**src/rtl/traffic_conflict_monitor.sv**
```systemverilog
`default_nettype none
// ============================================================================
// Module   : traffic_conflict_monitor
// Purpose  : Decodes highway/country light codes into lamp drives and latches
//            a fault (flashing red on both roads) on unsafe or illegal sequences.
// Revision : 1.0 - initial release
// ============================================================================
module traffic_conflict_monitor #(
    parameter int MIN_YELLOW  = 3,
    parameter int MIN_ALL_RED = 2,
    parameter int FLASH_HALF  = 8
) (
    input  logic       clck,
    input  logic       clear,
    input  logic [1:0] hwy,
    input  logic [1:0] cntry,
    input  logic       ack,
    output logic [2:0] hwy_lamp,
    output logic [2:0] cntry_lamp,
    output logic       fault,
    output logic [2:0] fault_code
);

    localparam int c_sat_val = (MIN_YELLOW > MIN_ALL_RED) ? MIN_YELLOW : MIN_ALL_RED;
    localparam int c_cw      = $clog2(c_sat_val) + 1;
    localparam int c_fw      = $clog2(FLASH_HALF) + 1;

    localparam logic [c_cw-1:0] c_sat_cnt = c_cw'(c_sat_val);
    localparam logic [c_cw-1:0] c_min_y   = c_cw'(MIN_YELLOW);
    localparam logic [c_cw-1:0] c_min_ar  = c_cw'(MIN_ALL_RED);
    localparam logic [c_cw-1:0] c_one     = c_cw'(1);
    localparam logic [c_fw-1:0] c_flash_last = c_fw'(FLASH_HALF - 1);
    localparam logic [c_fw-1:0] c_flash_one  = c_fw'(1);

    localparam logic [1:0] c_g   = 2'b00;
    localparam logic [1:0] c_y   = 2'b10;
    localparam logic [1:0] c_r   = 2'b11;
    localparam logic [1:0] c_bad = 2'b01;

    localparam logic [2:0] c_lamp_red = 3'b100;
    localparam logic [2:0] c_lamp_off = 3'b000;

    typedef enum logic [1:0] {
        ST_INIT  = 2'd0,
        ST_RUN   = 2'd1,
        ST_FAULT = 2'd2
    } state_t;

    state_t          r_state, w_state_nxt;
    logic [1:0]      r_prev_h, r_prev_c, w_prev_h, w_prev_c;
    logic [c_cw-1:0] r_dwell_h, r_dwell_c, r_allred;
    logic [c_cw-1:0] w_dwell_h, w_dwell_c, w_allred;
    logic [c_fw-1:0] r_fcnt, w_fcnt;
    logic            r_flash_on, w_flash_on;
    logic [2:0]      r_hwy_lamp, r_cntry_lamp, w_hwy_lamp, w_cntry_lamp;
    logic            r_fault, w_fault;
    logic [2:0]      r_fcode, w_fcode;

    logic            w_conflict, w_invalid, w_illegal, w_short_y, w_short_ar;
    logic [2:0]      w_chk;

    function automatic logic [2:0] decode(input logic [1:0] code);
        case (code)
            2'b00:   decode = 3'b001;
            2'b10:   decode = 3'b010;
            2'b11:   decode = 3'b100;
            default: decode = 3'b000;
        endcase
    endfunction

    function automatic logic bad_step(input logic [1:0] prev, input logic [1:0] cur);
        bad_step = ((prev == c_g) && (cur == c_r)) ||
                   ((prev == c_y) && (cur == c_g)) ||
                   ((prev == c_r) && (cur == c_y));
    endfunction

    function automatic logic [c_cw-1:0] sat_inc(input logic [c_cw-1:0] v);
        sat_inc = (v == c_sat_cnt) ? v : v + c_one;
    endfunction

    // Safety checks compare this cycle's codes against the registered history.
    always_comb begin
        w_conflict = (hwy != c_r) && (cntry != c_r);
        w_invalid  = (hwy == c_bad) || (cntry == c_bad);
        w_illegal  = bad_step(r_prev_h, hwy) || bad_step(r_prev_c, cntry);
        w_short_y  = ((r_prev_h == c_y) && (hwy == c_r) && (r_dwell_h < c_min_y)) ||
                     ((r_prev_c == c_y) && (cntry == c_r) && (r_dwell_c < c_min_y));
        w_short_ar = (((r_prev_h == c_r) && (hwy == c_g)) ||
                      ((r_prev_c == c_r) && (cntry == c_g))) && (r_allred < c_min_ar);

        if (w_conflict)      w_chk = 3'd1;
        else if (w_invalid)  w_chk = 3'd2;
        else if (w_illegal)  w_chk = 3'd3;
        else if (w_short_y)  w_chk = 3'd4;
        else if (w_short_ar) w_chk = 3'd5;
        else                 w_chk = 3'd0;
    end

    always_comb begin
        w_state_nxt  = r_state;
        w_prev_h     = r_prev_h;
        w_prev_c     = r_prev_c;
        w_dwell_h    = r_dwell_h;
        w_dwell_c    = r_dwell_c;
        w_allred     = r_allred;
        w_fcnt       = r_fcnt;
        w_flash_on   = r_flash_on;
        w_hwy_lamp   = r_hwy_lamp;
        w_cntry_lamp = r_cntry_lamp;
        w_fault      = r_fault;
        w_fcode      = r_fcode;

        case (r_state)
            ST_INIT: begin
                w_state_nxt  = ST_RUN;
                w_prev_h     = hwy;
                w_prev_c     = cntry;
                w_dwell_h    = c_sat_cnt;
                w_dwell_c    = c_sat_cnt;
                w_allred     = c_sat_cnt;
                w_hwy_lamp   = decode(hwy);
                w_cntry_lamp = decode(cntry);
            end

            ST_RUN: begin
                if (w_chk != 3'd0) begin
                    // Entry edge shows the lit half of the flash cycle.
                    w_state_nxt  = ST_FAULT;
                    w_fault      = 1'b1;
                    w_fcode      = w_chk;
                    w_fcnt       = '0;
                    w_flash_on   = 1'b1;
                    w_hwy_lamp   = c_lamp_red;
                    w_cntry_lamp = c_lamp_red;
                end else begin
                    w_prev_h     = hwy;
                    w_prev_c     = cntry;
                    w_dwell_h    = (hwy != r_prev_h) ? c_one : sat_inc(r_dwell_h);
                    w_dwell_c    = (cntry != r_prev_c) ? c_one : sat_inc(r_dwell_c);
                    w_allred     = ((hwy == c_r) && (cntry == c_r)) ? sat_inc(r_allred) : '0;
                    w_hwy_lamp   = decode(hwy);
                    w_cntry_lamp = decode(cntry);
                end
            end

            ST_FAULT: begin
                if (ack && (hwy == c_r) && (cntry == c_r)) begin
                    w_state_nxt  = ST_INIT;
                    w_fault      = 1'b0;
                    w_fcode      = 3'd0;
                    w_fcnt       = '0;
                    w_flash_on   = 1'b0;
                    w_hwy_lamp   = c_lamp_red;
                    w_cntry_lamp = c_lamp_red;
                end else begin
                    if (r_fcnt == c_flash_last) begin
                        w_fcnt     = '0;
                        w_flash_on = ~r_flash_on;
                    end else begin
                        w_fcnt     = r_fcnt + c_flash_one;
                    end
                    w_hwy_lamp   = w_flash_on ? c_lamp_red : c_lamp_off;
                    w_cntry_lamp = w_flash_on ? c_lamp_red : c_lamp_off;
                end
            end

            default: begin
                w_state_nxt  = ST_INIT;
                w_hwy_lamp   = c_lamp_red;
                w_cntry_lamp = c_lamp_red;
            end
        endcase
    end

    always_ff @(posedge clck or posedge clear) begin
        if (clear) begin
            r_state      <= ST_INIT;
            r_prev_h     <= c_r;
            r_prev_c     <= c_r;
            r_dwell_h    <= '0;
            r_dwell_c    <= '0;
            r_allred     <= '0;
            r_fcnt       <= '0;
            r_flash_on   <= 1'b0;
            r_hwy_lamp   <= c_lamp_red;
            r_cntry_lamp <= c_lamp_red;
            r_fault      <= 1'b0;
            r_fcode      <= 3'd0;
        end else begin
            r_state      <= w_state_nxt;
            r_prev_h     <= w_prev_h;
            r_prev_c     <= w_prev_c;
            r_dwell_h    <= w_dwell_h;
            r_dwell_c    <= w_dwell_c;
            r_allred     <= w_allred;
            r_fcnt       <= w_fcnt;
            r_flash_on   <= w_flash_on;
            r_hwy_lamp   <= w_hwy_lamp;
            r_cntry_lamp <= w_cntry_lamp;
            r_fault      <= w_fault;
            r_fcode      <= w_fcode;
        end
    end

    assign hwy_lamp   = r_hwy_lamp;
    assign cntry_lamp = r_cntry_lamp;
    assign fault      = r_fault;
    assign fault_code = r_fcode;

endmodule
`default_nettype wire

```
**config.mk**
```make
export PLATFORM = sky130hd
export DESIGN_NAME = traffic_conflict_monitor
export DESIGN_NICKNAME = d
export VERILOG_FILES = /design/src/rtl/traffic_conflict_monitor.sv
export SDC_FILE = /design/constraint.sdc
export NUM_CORES = 1
export LEC_CHECK = 0
export CORE_MARGIN = 2
export CORE_UTILIZATION = 45
export DETAILED_ROUTE_END_ITERATION = 16
export SETUP_SLACK_MARGIN = 0.05
export SLEW_MARGIN = 15
export SYNTH_ARGS = -nofsm -noshare
export SYNTH_HDL_FRONTEND = slang
export SYNTH_SLANG_ARGS = --single-unit
export TNS_END_PERCENT = 20
```
**constraint.sdc**
```tcl
create_clock -name clck -period 2.65 [get_ports clck]
set_clock_uncertainty 0.05 [all_clocks]
set_input_delay 0.795 -clock clck [delete_from_list [all_inputs] [get_ports clck]]
set_output_delay 0.795 -clock clck [all_outputs]
set_load 0.05 [all_outputs]
```
Word-level counts from Yosys, hierarchy flattened:

Cells that the tools add are included.

* ROM bits: 0
* latch bits: 0
* logic and storage cells: 133
* register bits after elaboration: 30
* output and inout port bits: 10
* input port bits: 7
* memories: 0
* RAM bits: 0

* bitwise logic cells: 1
* $mul: 0
* add/subtract/negate cells: 4
* eq/ne operators: 26
* order comparisons: 3
* div/mod/pow operators: 0
* reduce and logical (&&, ||, !) cells: 40
* shift-type cells: 0
* multiplexer cells: 47

Operators with widths (count)
* $mux W3: 20
* $pmux W3 S3: 4
* $pmux W3 S2: 4
* $eq A2 B2 Y1 const B: 9
* $logic_and A1 B1 Y1: 17
* $mux W4: 3
* $reduce_and A3 Y1: 4
* $logic_not A2 Y1: 5
* $ne A2 B2 Y1 const B: 5
* $add A3 B1 Y3 const B: 3
* $eq A3 B2 Y1 const B: 3
* $lt A3 B2 Y1 const B: 3
* $ne A3 B3 Y1 const B: 3
* $logic_or A1 B1 Y1: 8
* $mux W2: 4
* $pmux W2 S2: 2
* $pmux W4 S2: 1
* $eq A2 B1 Y1 const B: 3
* $mux W1: 6
* $pmux W2 S3: 1
* $reduce_and A2 Y1: 3
* $add A4 B1 Y4 const B: 1
* $eq A4 B3 Y1 const B: 1
* $ne A2 B2 Y1: 2
* other kinds (4): 6

Longest topological paths before layout:

Gate-level depths: netlist of run 1.

* depth after elaboration: 12
* gate-level depth with buffers: 7
* depth with buffers taken out: 6

Worst setup path before layout of run 1:

Ideal clock, no wire load.

* path kind: input-to-reg
* start: input cntry[1]
* end: register r_allred[0]
* setup slack: 0.339 ns
* arrival: 2.135 ns
* data required time: 2.474 ns
* stages on the path: 7
* buffers on the path: 2
* library setup time: 0.126 ns
* cell sequence: buf_6 or4b_1 o31a_1 nand4_2 buf_8 nor4_2 a221o_1

* longest elaborated chain between the ends: 12
* elaborated cells between the ends (all ways): 32
* those cells by class: 6 x eq/ne; 8 x mux; 18 x reduce/logical

Ends and longest elaborated chain
* start: declaration: RTL line 16 `input logic [1:0] cntry,`
* $logic_not A2 Y1: RTL line 73, 89
* $logic_and A1 B1 Y1: RTL line 89 `((r_prev_c == c_r) && (cntry == c_g))) && (r_allred < c_min_ar);`
* $logic_or A1 B1 Y1: RTL line 88 `w_short_ar = (((r_prev_h == c_r) && (hwy == c_g)) ||`
* $logic_and A1 B1 Y1: RTL line 89
* $mux W3: RTL line 95 `else if (w_short_ar) w_chk = 3'd5;`
* $mux W3: RTL line 94 `else if (w_short_y) w_chk = 3'd4;`
* $mux W3: RTL line 93 `else if (w_illegal) w_chk = 3'd3;`
* $mux W3: RTL line 92 `else if (w_invalid) w_chk = 3'd2;`
* $mux W3: RTL line 91 `if (w_conflict) w_chk = 3'd1;`
* $reduce_bool A3 Y1: RTL line 126 `if (w_chk != 3'd0) begin`
* $ne A2 B2 Y1 (no line)
* $reduce_and A3 Y1 (no line)
* end signal: assignment: RTL line 195 `r_allred <= w_allred;`
* end: declaration: RTL line 51 `logic [c_cw-1:0] r_dwell_h, r_dwell_c, r_allred;`

Parallel ways exist; a longest one is shown, timed or not. The select of a mux whose other input is x is not followed.
A chain may end at the register's enable or synchronous reset.

Worst setup path after layout of run 1:

* start: register r_hwy_lamp[2] (netlist: hwy_lamp[2])
* end: output hwy_lamp[2]

RTL lines
* start: declaration: RTL line 55 `logic [2:0] r_hwy_lamp, r_cntry_lamp, w_hwy_lamp, w_cntry_lamp;`
* start signal: assignment: RTL line 185 `r_hwy_lamp <= c_lamp_red;`
* start signal: assignment: RTL line 198 `r_hwy_lamp <= w_hwy_lamp;`
* end: declaration: RTL line 18 `output logic [2:0] hwy_lamp,`

No word-level cell between the ends.

==> PnR_summary.wiki, run 1 <==
{| class="wikitable"
! Metric !! Value
|-
| Antenna diode instance count || 0
|-
| Y dimension of the die || 69.8 um
|-
| Buffering stage count on the worst path with inverters included || 1
|-
| Most frequently used flop master after synthesis || sky130_fd_sc_hd__dfrtp_1
|-
| Total routing usage reported by global routing || 0.232
|-
| Endpoint of the worst register-to-register path || r_allred[0]
|-
| First-iteration detailed-routing DRC count || 94
|-
| Portion of netlist area occupied by mux cells || 0.00513
|-
| Quantity of hold-fixing buffers added after cts || 0
|-
| Achievable Freq || 410 MHz
|-
| Required time of the worst setup path || 1.81 ns
|-
| Post-synth EDFFs || 0
|-
| Worst hold slack after final layout || 0.479 ns
|-
| Hold wc startpoint || fault_code[2]
|-
| Max capacitance violation total || 0
|-
| Capturing element type of the critical path || primary output
|-
| Number of placed I/O pins || 17
|-
| Final net count || 273
|-
| Layout-stage area growth over the synthesis result || 28.7%
|-
| Total power divided by cell area || 1050 nW/um^2
|-
| Aggregate global routing overflow || 0
|-
| Total iterations of the first detailed-routing run || 4
|-
| Mean instance size in the synthesized netlist || 9.02 um^2
|-
| Core box area || 4090 um^2
|-
| Top cells by count, synth || sky130_fd_sc_hd__nand2_1 (28), sky130_fd_sc_hd__dfrtp_1 (24), sky130_fd_sc_hd__nor2_1 (17), sky130_fd_sc_hd__inv_1 (12), sky130_fd_sc_hd__o21ai_0 (12)
|-
| Horizontal extent of the die || 69.8 um
|-
| HPWL Detailed || 3.72 mm
|-
| Flop-to-flop setup slack || 0.46 ns
|-
| Worst Setup Start Kind || register
|-
| Setup repair after global routing missed its margin || no
|-
| Number of routed nets with antenna violations || 0
|-
| TritonCTS clock tree || yes
|-
| FILL cells || 343
|-
| Number of synthesis warnings || 0
|-
| Number of levels in the clock H-tree || 2
|-
| Proportion of synthesized flip-flops having asynchronous set or reset || 1.00
|-
| Global placer's final weighted congestion || 0.872
|-
| Register bit total from synthesis || 30
|-
| Synth unique cells || 61
|-
| Wire length per cell after detailed routing || 16.9 um
|-
| Crit-path max FO || 1
|-
| Number of global-route vias before repair || 1,863
|-
| Tmin final || 2.44 ns
|-
| Outcome || completed
|-
| Number of antenna violations at the first check in global routing || 0
|-
| CP Cell Sequence || clkdlybuf4s50_1
|-
| DRC Markers || 0
|-
| Tcrit/Tclk final || 0.920
|-
| Share of cells above drive strength 1 || 0.254
|-
| Register area share after synthesis || 0.389
|-
| Slowest cell on crit path || sky130_fd_sc_hd__clkdlybuf4s50_1
|-
| Area share of and/or/nand/nor cells after synthesis || 0.224
|-
| Main area contributors after synthesis || sky130_fd_sc_hd__dfrtp_1 (31%), sky130_fd_sc_hd__dfstp_2 (8.1%), sky130_fd_sc_hd__nand2_1 (5.4%)
|-
| Average vias per placed instance || 5.92
|-
| Max transition margin || 0.565
|-
| Count of endpoints failing hold in the final timing report || 0
|-
| Mapped Nets || 230
|-
| Worst R2R Start || r_prev_c[1]
|-
| Worst Hold Class || register to register
|-
| Synth Area in Compound Gates || 0.229
|-
| Post-synthesis cell area || 1950 um^2
|-
| Die Area || 4870 um^2
|-
| Post-layout utilization of the core || 0.614
|-
| Most common cell in the netlist || sky130_fd_sc_hd__nand2_1
|-
| Post-synthesis share of cell area spent on xor and xnor gates || 0.0270
|-
| Leakage Power || 1.06 nW
|-
| Synthesized instance count || 216
|-
| Reg2reg path depth || 7
|-
| Maximum number of pins on one net before global-route repair || 31
|-
| Clock buffers created by TritonCTS || 5
|-
| Overall routed net length || 5.23 mm
|-
| End point of the worst hold path || fault_code[2]
|-
| Slowest Stage Delay on Critical Path || 0.79 ns
|-
| Internal || 1.46 mW
|-
| Number of cells on the worst hold path || 1
|-
| Portion of synthesized cell area occupied by the leading cell type || 0.308
|-
| CTS root buf || sky130_fd_sc_hd__clkbuf_8
|-
| First-pass GRT wire length || 9.00 mm
|-
| Number of vias after detailed routing || 1,834
|-
| Quantity of I/O buffers inserted on ports || 16
|-
| Combinational group share of total power || 0.521
|-
| Largest family of logic cells by synthesized area || compound AO/OA/AOI/OAI gates
|-
| Total power after layout || 2.64 mW
|-
| Least-Margin Pin Slew || 0.646 ns
|-
| Cell Rows || 23
|-
| Type of the worst setup path || register to primary output
|-
| Area share of fa/ha/maj cells after synthesis || 0.0449
|-
| Skew-Pair Late Insertion Delay || 0.28 ns
|-
| Initial core utilization || 0.477
|-
| Arrival time at the worst endpoint || 1.59 ns
|-
| Max Root-Sink Buffers || 2
|-
| Clock share of power || 0.167
|-
| Finish-stage setup viols || 0
|-
| Post-synthesis cell type with the largest combined area || sky130_fd_sc_hd__dfrtp_1
|-
| Count of final max-slew check failures || 0
|-
| Cell type group with the largest total delay on the critical path || buffers and inverters
|-
| Switching power of the nets || 1.18 mW
|-
| Sink count of the clock tree || 30
|-
| Worst-path clk slew || 0.06 ns
|-
| Net switching fraction of the power || 0.447
|-
| Worst supply voltage drop on vdd || 0.718 mV
|-
| Proportion of power drawn by flip-flops and latches || 0.313
|}
==> placed cells by master, fill, tap and decap left out, drive strengths merged, types with 2 or more instances in the layout <==
cell type      instances
a21oi                  8
a221oi                 2
a311oi                 3
a31oi                  3
a32o                   3
and2                   2
buf                   37
clkbuf                 8
clkdlybuf4s50         12
dfrtp                 24
dfstp                  6
dlymetal6s2s           3
ha                     7
inv                   12
nand2                 28
nand3                  4
nand3b                 2
nand4                  2
nand4b                 2
nor2                  17
nor2b                  2
nor3                   5
nor4                   5
nor4bb                 2
o211ai                 9
o21a                   2
o21ai                 14
o22ai                  3
o32ai                  3
xnor2                  4
xor2                   2
==> stage by stage <==
step | setup TNS, ns | instance area, um^2 | instances | setup WS, ns
2_1_floorplan | 0 | 1950 | 216 | 0.339
3_3_place_gp | -6.62 | 2290 | 296 | -0.336
3_5_place_dp | -8.17 | 2290 | 296 | -0.403
4_1_cts | 0 | 2460 | 308 | 0.0313
5_1_grt | 0 | 2510 | 310 | 0.163
6_report | 0 | 2510 | 310 | 0.211
==> state kept, by name, summed over array words and instances (netlist names) <==
register,count
r_state,2
r_fcnt,4
r_allred,3
hwy_lamp,3
r_flash_on,1
fault_code,3
r_prev_h,2
cntry_lamp,3
r_dwell_c,3
r_dwell_h,3
r_prev_c,2
fault,1
==> final cells by class <==
type / instances / area [um^2] / area share
clock buffer: 8 / 110 / 0.0439
inverter: 12 / 45.0 / 0.0180
multi-input combinational: 157 / 1090 / 0.434
sequential: 30 / 758 / 0.302
tap: 50 / 62.6 / 0.0249
timing repair buffer: 53 / 444 / 0.177
==> logic make-up (layout without fill, tap and decap cells) <==
kind of cell | after synthesis | count (layout)
simple gates | 81 | 81
compound gates | 62 | 62
flops | 30 | 30
buf+inv | 29 | 73
fa+ha+maj | 7 | 7
xor+xnor | 6 | 6
mux | 1 | 1
==> power by group through the flow <==
stage / Sequential [mW] / Combinational (mW) / Clock, mW
2_1_floorplan: 0.894 / 0.844 / 0
3_3_place_gp: 0.815 / 1.26 / 0
3_5_place_dp: 0.821 / 1.30 / 0
4_1_cts: 0.818 / 1.34 / 0.443
5_1_grt: 0.844 / 1.52 / 0.470
6_report: 0.826 / 1.38 / 0.440
==> metal layers <==
layer / GRT usage / share of wire
met1: 0.301 / 0.45
met2: 0.383 / 0.50
met3: 0.0596 / 0.041
met4: 0.0662 / 0.0077
met5: 0 / 0
==> timing repair <==
action | CTS | global route
setup buffers | 4 | 2
pin swaps | 1 | 2
endpoints found under the setup margin | 25 | 27
hold endpoints to repair | 0 | 0
gates resized for setup | 6 | 10
==> how the worst max path moves through the flow <==
stage / from / end / slack [ns] / depth (start not counted)
CTS: hwy[1] / r_allred[0] / 0.03 / 8
global placement: cntry[1] / r_allred[2] / -0.34 / 6
finish: hwy_lamp[2] / hwy_lamp[2] / 0.21 / 1
global route: hwy_lamp[2] / hwy_lamp[2] / 0.16 / 1
floorplan: cntry[1] / r_allred[0] / 0.34 / 7
detailed placement: cntry[1] / r_allred[2] / -0.40 / 6
(Power assumes the default switching activity.)
==> run 2, diff against run 1 <==
--- a/config.mk
+++ b/config.mk
@@ -8,6 +8,7 @@
 export CORE_MARGIN = 2
 export CORE_UTILIZATION = 45
 export DETAILED_ROUTE_END_ITERATION = 16
+export MAX_ROUTING_LAYER = met4
 export SETUP_SLACK_MARGIN = 0.05
 export SLEW_MARGIN = 15
 export SYNTH_ARGS = -nofsm -noshare
==> run 2 against run 1 <==
  * Power shrank 0.90%
  * Non-clock buffer count is 2 lower
  * Flip-flop and latch count unchanged
  * Highest routed layer unchanged
  * Largest cell class unchanged
  * First-iteration DRC count shrank 20%
  * Sequential share of layout area rose by 0.27 points
  * Cell count fell by 0.65%
  * Clock power is essentially flat
  * Die area did not move
  * Via count decreased by 1.3%
  * Clock-buffer cell count did not move
==> PnR_summary.wiki, run 2 (synthesized netlist as in run 1, its figures left out) <==
{| class="wikitable"
! Metric !! Value
|-
| Max Root-Sink Buffers || 2 (unchanged)
|-
| Overall routed net length || 5.15 mm (was 5.23 mm)
|-
| Share of cells above drive strength 1 || 0.244 (was 0.254)
|-
| Antenna diode instance count || 0 (unchanged)
|-
| Core box area || 4090 um^2 (unchanged)
|-
| Slowest cell on crit path || sky130_fd_sc_hd__clkdlybuf4s50_1 (unchanged)
|-
| Grt met1 use || 0.305 (was 0.301)
|-
| CP Cell Sequence || clkdlybuf4s50_1 (unchanged)
|-
| Number of antenna violations at the first check in global routing || 0 (unchanged)
|-
| Achievable Freq || 411 MHz (was 410 MHz)
|-
| End of the critical path || hwy_lamp[2] (unchanged)
|-
| Average vias per placed instance || 5.88 (was 5.92)
|-
| Commonest non-fill, non-tap cell in the layout || sky130_fd_sc_hd__buf_4 (unchanged)
|-
| Number of global-route vias before repair || 1,859 (was 1,863)
|-
| Worst Setup Start Kind || register (unchanged)
|-
| Die Area || 4870 um^2 (unchanged)
|-
| Quantity of hold-fixing buffers added after cts || 0 (unchanged)
|-
| DRC Markers || 0 (unchanged)
|-
| Setup repair after global routing missed its margin || no (unchanged)
|-
| Required time of the worst setup path || 1.81 ns (about the same)
|-
| Clock buffers created by TritonCTS || 5 (unchanged)
|-
| Horizontal extent of the die || 69.8 um (unchanged)
|-
| First-pass GRT wire length || 9.00 mm (about the same)
|-
| Area after DPL || 2290 um^2 (unchanged)
|-
| First-iteration detailed-routing DRC count || 75 (was 94)
|-
| Cell Rows || 23 (unchanged)
|-
| Finish-stage setup viols || 0 (unchanged)
|-
| Most flops, register || r_fcnt (unchanged)
|-
| Number of levels in the clock H-tree || 2 (unchanged)
|-
| Total routing usage reported by global routing || 0.238 (was 0.232)
|-
| Least-Margin Pin Slew || 0.633 ns (was 0.646 ns)
|-
| Worst-path clk slew || 0.06 ns (about the same)
|-
| Final net count || 271 (was 273)
|-
| Final std cell area, no fill || 2490 um^2 (was 2510 um^2)
|-
| Aggregate global routing overflow || 0 (unchanged)
|-
| Tmin final || 2.44 ns (about the same)
|-
| Type of the worst setup path || register to primary output (unchanged)
|-
| Top Usage Layer GRT || met2 (unchanged)
|-
| Met3 Usage GRT || 0.0480 (was 0.0596)
|-
| Leakage Power || 1.05 nW (was 1.06 nW)
|-
| Slowest Stage Delay on Critical Path || 0.79 ns (about the same)
|-
| Count of endpoints failing hold in the final timing report || 0 (unchanged)
|-
| Wire length per cell after detailed routing || 16.7 um (was 16.9 um)
|-
| Global placer's final weighted congestion || 0.886 (was 0.872)
|-
| Number of vias after detailed routing || 1,810 (was 1,834)
|-
| Endpoint of the worst register-to-register path || r_dwell_h[2] (was r_allred[0])
|-
| Levels on crit path || 1 (unchanged)
|-
| Post-Place Worst Slack || -0.403 ns (unchanged)
|-
| Layout-stage area growth over the synthesis result || 27.5% (was 28.7%)
|-
| Tcrit/Tclk final || 0.919 (was 0.920)
|-
| Worst Hold Class || register to register (unchanged)
|-
| Crit path setup slack, layout || 0.214 ns (was 0.211 ns)
|-
| Max transition margin || 0.574 (was 0.565)
|-
| Launch point of the critical path || hwy_lamp[2] (unchanged)
|-
| Met2 GRT Util || 0.382 (was 0.383)
|-
| Worst R2R Start || r_prev_c[1] (unchanged)
|-
| Initial core utilization || 0.477 (unchanged)
|-
| Max capacitance violation total || 0 (unchanged)
|-
| Commonest non-fill, non-tap cells in the layout || sky130_fd_sc_hd__buf_4 (35), sky130_fd_sc_hd__nand2_1 (27), sky130_fd_sc_hd__dfrtp_1 (24) (was sky130_fd_sc_hd__buf_4 (37), sky130_fd_sc_hd__nand2_1 (27), sky130_fd_sc_hd__dfrtp_1 (24))
|-
| Crit-path max FO || 1 (unchanged)
|-
| Count of final max-slew check failures || 0 (unchanged)
|-
| Sink count of the clock tree || 30 (unchanged)
|-
| Worst supply voltage drop on vdd || 0.716 mV (was 0.718 mV)
|-
| Total power divided by cell area || 1050 nW/um^2 (about the same)
|-
| CTS root buf || sky130_fd_sc_hd__clkbuf_8 (unchanged)
|-
| Arrival time at the worst endpoint || 1.59 ns (about the same)
|-
| Capturing element type of the critical path || primary output (unchanged)
|-
| TritonCTS clock tree || yes (unchanged)
|-
| Quantity of I/O buffers inserted on ports || 16 (unchanged)
|-
| Total iterations of the first detailed-routing run || 4 (unchanged)
|-
| Maximum number of pins on one net before global-route repair || 31 (unchanged)
|-
| Number of routed nets with antenna violations || 0 (unchanged)
|-
| Max reg flops || 4 (unchanged)
|-
| Flop-to-flop setup slack || 0.50 ns (was 0.46 ns)
|-
| Skew-Pair Late Insertion Delay || 0.28 ns (about the same)
|-
| Buffering stage count on the worst path with inverters included || 1 (unchanged)
|-
| Outcome || completed (unchanged)
|-
| HPWL Detailed || 3.72 mm (unchanged)
|-
| Y dimension of the die || 69.8 um (unchanged)
|-
| Cell type group with the largest total delay on the critical path || buffers and inverters (unchanged)
|-
| Number of placed I/O pins || 17 (unchanged)
|-
| Reg2reg path depth || 7 (unchanged)
|-
| Total power after layout || 2.62 mW (was 2.64 mW)
|}
## run 2: worst min-delay path by stage
stage,endpoint,from,cells past startpoint
final,fault_code[2],fault_code[2],1
after global routing,fault,fault,2
after CTS,r_dwell_c[0],r_dwell_c[0],1
after detailed placement,fault_code[2],fault_code[2],1
after global placement,r_dwell_c[0],r_dwell_c[0],1
after floorplan,r_dwell_h[2],r_dwell_h[2],1
## run 2: area by class of cell
cell class	instances	area [um^2]
Fill cell	343	1600
Multi-Input combinational cell	157	1080
Sequential cell	30	758
Timing Repair Buffer	51	429
Clock buffer	8	110
Tap cell	50	62.6
Inverter	12	45.0
## run 2: metal layers
layer / wire (um) / vias to the layer above
li1: - / 876
met1: 2380 / 885
met2: 2540 / 41
met3: 173 / 8
met4: 58 / 0
met5: 0 / -
## run 2: what timing repair did
item                       CTS  global route
pin swaps                    1             2
gates cloned                 0             0
buffers inserted             4             0
gates resized for setup      6             8
setup endpoints to repair   25            29
## run 2: power breakdown
part	internal, mW	switching, mW	leakage (nW)
registers	0.642	0.183	0.350
clock network	0.262	0.176	0.0575
logic	0.547	0.809	0.639
total	1.45	1.17	1.05
## run 2: metrics by stage
stage	hold slack [ns]	utilization	setup TNS, ns	cells
CTS	0.479	0.602	0	308
finish	0.479	0.608	0	308
floorplan	0.430	-	0	216
detailed placement	0.465	0.561	-8.17	296
global placement	0.466	0.561	-6.62	296
global route	0.509	0.608	0	308
==> RTL change 1: new RTL, config.mk and constraints of run 2 <==
Set the parameter `FLASH_HALF` to 4 (it was 8).
--- a/src/rtl/traffic_conflict_monitor.sv
+++ b/src/rtl/traffic_conflict_monitor.sv
@@ -8,7 +8,7 @@
 module traffic_conflict_monitor #(
     parameter int MIN_YELLOW  = 3,
     parameter int MIN_ALL_RED = 2,
-    parameter int FLASH_HALF  = 8
+    parameter int FLASH_HALF  = 4
 ) (
     input  logic       clck,
     input  logic       clear,
Formal check against the unedited RTL: not equivalent (Yosys sat finds a counterexample within 10 cycles, from zero or initial values).
==> RTL change 1 against run 2 <==
Synthesized cell count down 14%. Sequential power about the same. Worst setup slack lost 90 ps. Design area down 8.9%. Sequential cell count down 1. Routed wire length down 18%. Clock power increased by 9.6%. Maximum frequency fell by 3.6%. Synthesized area down 11%. Total power shrank 4.2%. Combinational power decreased by 11%. Largest power group unchanged. Largest cell class unchanged. Count of clock-buffer cells in the layout decreased by 2.
==> RTL change 1: results (changes against run 2) <==
| Metric | Value |
|---|---|
| Status | `finished, final reports clean` |
| CP Data Arrival Time | `2690 ps (+1100 ps)` |
| Maximum number of pins on one net before global-route repair | `30 (-3.2%)` |
| CP max-delay cell | `or4b_4` |
| Gr usage total | `0.224 (-0.0146)` |
| Library cells used by synthesis | `51 (-16%)` |
| Global-route wire length before repair | `7080 µm (-21%)` |
| Met1 Use GR | `0.282 (-0.0228)` |
| Placed cell area | `2150 µm² (-6.3%)` |
| Synth top cells by count | `25 x nand2_1, 23 x dfrtp_1, 13 x nor2_1` |
| HPWL after DPL | `3090 µm (-17%)` |
| Sequential fraction of the synthesis area | `0.422 (+0.0326)` |
| Number of global-route vias before repair | `1490 (-20%)` |
| Net Count, Synth | `200 (-13%)` |
| Gpl congestion | `0.842 (-5.0%)` |
| Post-Route WL | `4230 µm (-18%)` |
| Vias per cell | `5.45 (-7.3%)` |
| Layout cells sized above 1 | `0.276 (+0.0317)` |
| Fillers | `322 (-6.1%)` |
| Leak | `1.03 nW (-1.9%)` |
| Met3 GRT Util | `0.0511 (+0.00314)` |
| Worst Tran Pin Value | `671 ps (+38.4 ps)` |
| Setup Slack @ Placement | `-612 ps (-209 ps)` |
| Worst-path fanout max | `6 (+5)` |
| M2 GR Usage | `0.360 (-0.0220)` |
==> RTL change 1: cell types whose count changed after synthesis, sizes merged, moves of 3 or more <==
cell | before | now
o211ai | 9 | 2
nor2 | 17 | 14
buf | 12 | 6
a32o | 3 | 0
a311oi | 3 | 0
a21oi | 8 | 11
mux2 | 0 | 4
nor2b | 2 | 7
o21ai | 14 | 8
and3 | 0 | 4
nor4 | 5 | 0
==> RTL change 1: logic make-up (layout without fill, tap and decap cells) <==
kind of cell	Yosys count	after routing	synth area share
and+or+nand+nor	74	74	0.235
muxes	5	5	0.0317
DFF	29	29	0.422
adders and majority gates	7	7	0.0504
AOI/OAI and AO/OA	43	43	0.168
buffers and inverters	22	68	0.0640
xor gates and xnor gates	6	6	0.0302
==> RTL change 1: per-stage QoR <==
step | util | std cells | hold WS (ps) | total power, mW
floorplan | - | 186 | 401 | 1.57
global placement | 0.582 | 271 | 419 | 1.97
detailed placement | 0.582 | 271 | 449 | 2.01
CTS | 0.617 | 280 | 458 | 2.51
global route | 0.614 | 280 | 490 | 2.67
finish | 0.614 | 280 | 455 | 2.51
==> RTL change 1: worst max-delay path, delay by kind of cell <==
| kind | cells | cell delay, ps |
|---|---|---|
| mux | 1 | 300 |
| simple gates | 2 | 690 |
| buf+inv | 3 | 390 |
| compound gates | 2 | 520 |
==> RTL change 1: repair_timing <==
item / CTS / global route
endpoints found under the setup margin: 28 / 10
gates resized for setup: 9 / 8
pin swaps: 1 / 3
cloned: 0 / 0
buffers inserted: 1 / 0
==> RTL change 1: report_power, final <==
| part | switching (mW) | internal (mW) | leakage (nW) | total (mW) |
|---|---|---|---|---|
| clock network | 0.174 | 0.305 | 0.0574 | 0.480 |
| registers | 0.205 | 0.618 | 0.337 | 0.823 |
| logic | 0.662 | 0.543 | 0.634 | 1.21 |
==> RTL change 1: worst paths after layout <==
check,start,endpoint,slack [ps],cells after the start
worst max-delay path,cntry[0],r_prev_h[1],120,8
worst min-delay path,r_fcnt[0],r_fcnt[0],450,1
worst max register to register,r_prev_c[0],r_prev_h[1],310,7
worst min register to register,r_fcnt[0],r_fcnt[0],450,1
max in group asynchronous,clear,r_prev_c[1],1400,3
min in group asynchronous,clear,r_fcnt[1],830,3
==> RTL change 1: cell type report <==
type	count	area (µm²)	share of cell area
flip-flops and latches	29	733	0.324
well taps	48	60.1	0.0265
clock buffers	6	82.6	0.0364
inverters	13	51.3	0.0226
repair buffers	47	377	0.166
clock inverters	2	37.5	0.0166
multi-input cells	135	925	0.408
==> RTL change 1: per-layer routing <==
metal,vias up,part of all wire
met2,27,0.48
met1,741,0.48
li1,750,-
met3,8,0.030
met5,-,0
met4,0,0.015
==> RTL change 2: new RTL, settings of run 2 <==
Without the edit above. Put one more register stage on the output `fault`, cleared by the reset. The value now appears one clock later. The other outputs are not delayed to match.
--- a/src/rtl/traffic_conflict_monitor.sv
+++ b/src/rtl/traffic_conflict_monitor.sv
@@ -204,7 +204,13 @@
 
     assign hwy_lamp   = r_hwy_lamp;
     assign cntry_lamp = r_cntry_lamp;
-    assign fault      = r_fault;
+    always_ff @(posedge clck or posedge clear) begin
+        if (clear) begin
+            fault <= '0;
+        end else begin
+            fault <= r_fault;
+        end
+    end
     assign fault_code = r_fcode;
 
 endmodule
Behaviour: not the same (a bounded check fails within 4 cycles, from zero or initial values).
==> RTL change 2 against run 2 <==
Critical path type is now in -> reg. Maximum frequency is 1.4% lower. Design area is 0.60% higher. Register-to-register slack hardly changed. Synthesized cell count is 1.9% lower. Synthesized area is 5.1% higher. Routed wire length is 7.6% lower. Worst setup slack worse by 34 ps. Sequential cell count is 1 higher. Total power is 2.4% lower. Die area is 4.8% higher.
==> RTL change 2: results (changes against run 2) <==
| Metric | Value |
|---|---|
| Status | `finished, final reports clean` |
| Rel. slew slack | `0.472 (-0.102)` |
| Met2 wire length | `2400 µm (-5.4%)` |
| HPWL after DPL | `3600 µm (-3.1%)` |
| 1st-iter DRT viols | `103 (+37%)` |
| Synth top cells by count | `25 x dfrtp_1, 20 x nand2_1, 20 x nor2_1` |
| WL/cell | `15.4 µm (-7.6%)` |
| Fin nets | `269 (-0.74%)` |
| Maximum number of pins on one net before global-route repair | `32 (+3.2%)` |
| Library cells used by synthesis | `60 (-1.6%)` |
| Most frequent cell after synthesis | `dfrtp_1` |
| Leak | `1.07 nW (+2.4%)` |
| Worst-path fanout max | `9 (+8)` |
| Met1 Wirelength | `2120 µm (-11%)` |
| Combinational share of power | `0.508 (-0.010)` |
| Number of global-route vias before repair | `1732 (-6.8%)` |
| Peak supply drop | `0.000409 V (-43%)` |
| Sw Pwr | `1.11 mW (-5.3%)` |
| Net Count, Synth | `226 (-1.7%)` |
| Global-route wire length before repair | `8220 µm (-8.7%)` |
| Gr usage total | `0.213 (-0.0258)` |
| Met1 Use GR | `0.272 (-0.0334)` |
| CP max-delay cell | `nor4bb_4` |
| Vias per cell | `5.61 (-4.5%)` |
| Met3 GRT Util | `0.0506 (+0.00267)` |
| Clk pwr | `0.393 mW (-10%)` |
| Layout cells sized above 1 | `0.266 (+0.0214)` |
| CP max stage delay | `320 ps (-470 ps)` |
| M2 GR Usage | `0.336 (-0.0456)` |
| Synth top area cells | `dfrtp_1 31%, dfstp_2 7.7%, ha_1 4.3%` |
| Gpl congestion | `0.857 (-3.3%)` |
RTL change 2: path summary, 6_finish.rpt:
kind | start | endpoint | slack [ps] | cells past startpoint
max | hwy[1] | r_prev_c[0] | 180 | 10
min | r_fault | fault | 330 | 0
max reg2reg | r_prev_c[1] | r_prev_c[0] | 500 | 8
min reg2reg | r_fault | fault | 330 | 0
max in group asynchronous | clear | r_prev_c[0] | 1380 | 3
min in group asynchronous | clear | fault | 830 | 3
RTL change 2: what timing repair did:
action / in CTS / in global routing
setup buffers: 0 / 0
endpoints found under the setup margin: 15 / 4
gates resized for setup: 5 / 1
RTL change 2: cell type report:
class                           instances  area [µm²]
Inverter                               10        37.5
Clock inverter                          1        5.00
Clock buffer                            7        86.3
Timing Repair Buffer                   51         419
Multi-Input combinational cell        156        1100
Sequential cell                        31         783
Tap cell                               52        65.1
Fill cell                             398        1880
RTL change 2: cell families (layout without fill, tap and decap cells):
family                   Yosys count  after routing  synth area share
flip-flops                        31             31             0.382
adder cells (fa/ha/maj)            7              7            0.0428
AO/OA/AOI/OAI                     50             50             0.178
buffers and inverters             25             69            0.0794
AND/OR/NAND/NOR                   87             87             0.254
multiplexers                       7              7            0.0421
XOR/XNOR                           5              5            0.0214
RTL change 2: metrics by stage:
| stage | worst slack, ps | std cells | area, µm² | total power [mW] |
|---|---|---|---|---|
| 2_1_floorplan | 362 | 212 | 2050 | 1.80 |
| 3_3_place_gp | -309 | 300 | 2410 | 2.12 |
| 3_5_place_dp | -397 | 300 | 2410 | 2.17 |
| 4_1_cts | 177 | 308 | 2500 | 2.57 |
| 5_1_grt | 54.1 | 308 | 2500 | 2.76 |
| 6_report | 180 | 308 | 2500 | 2.56 |
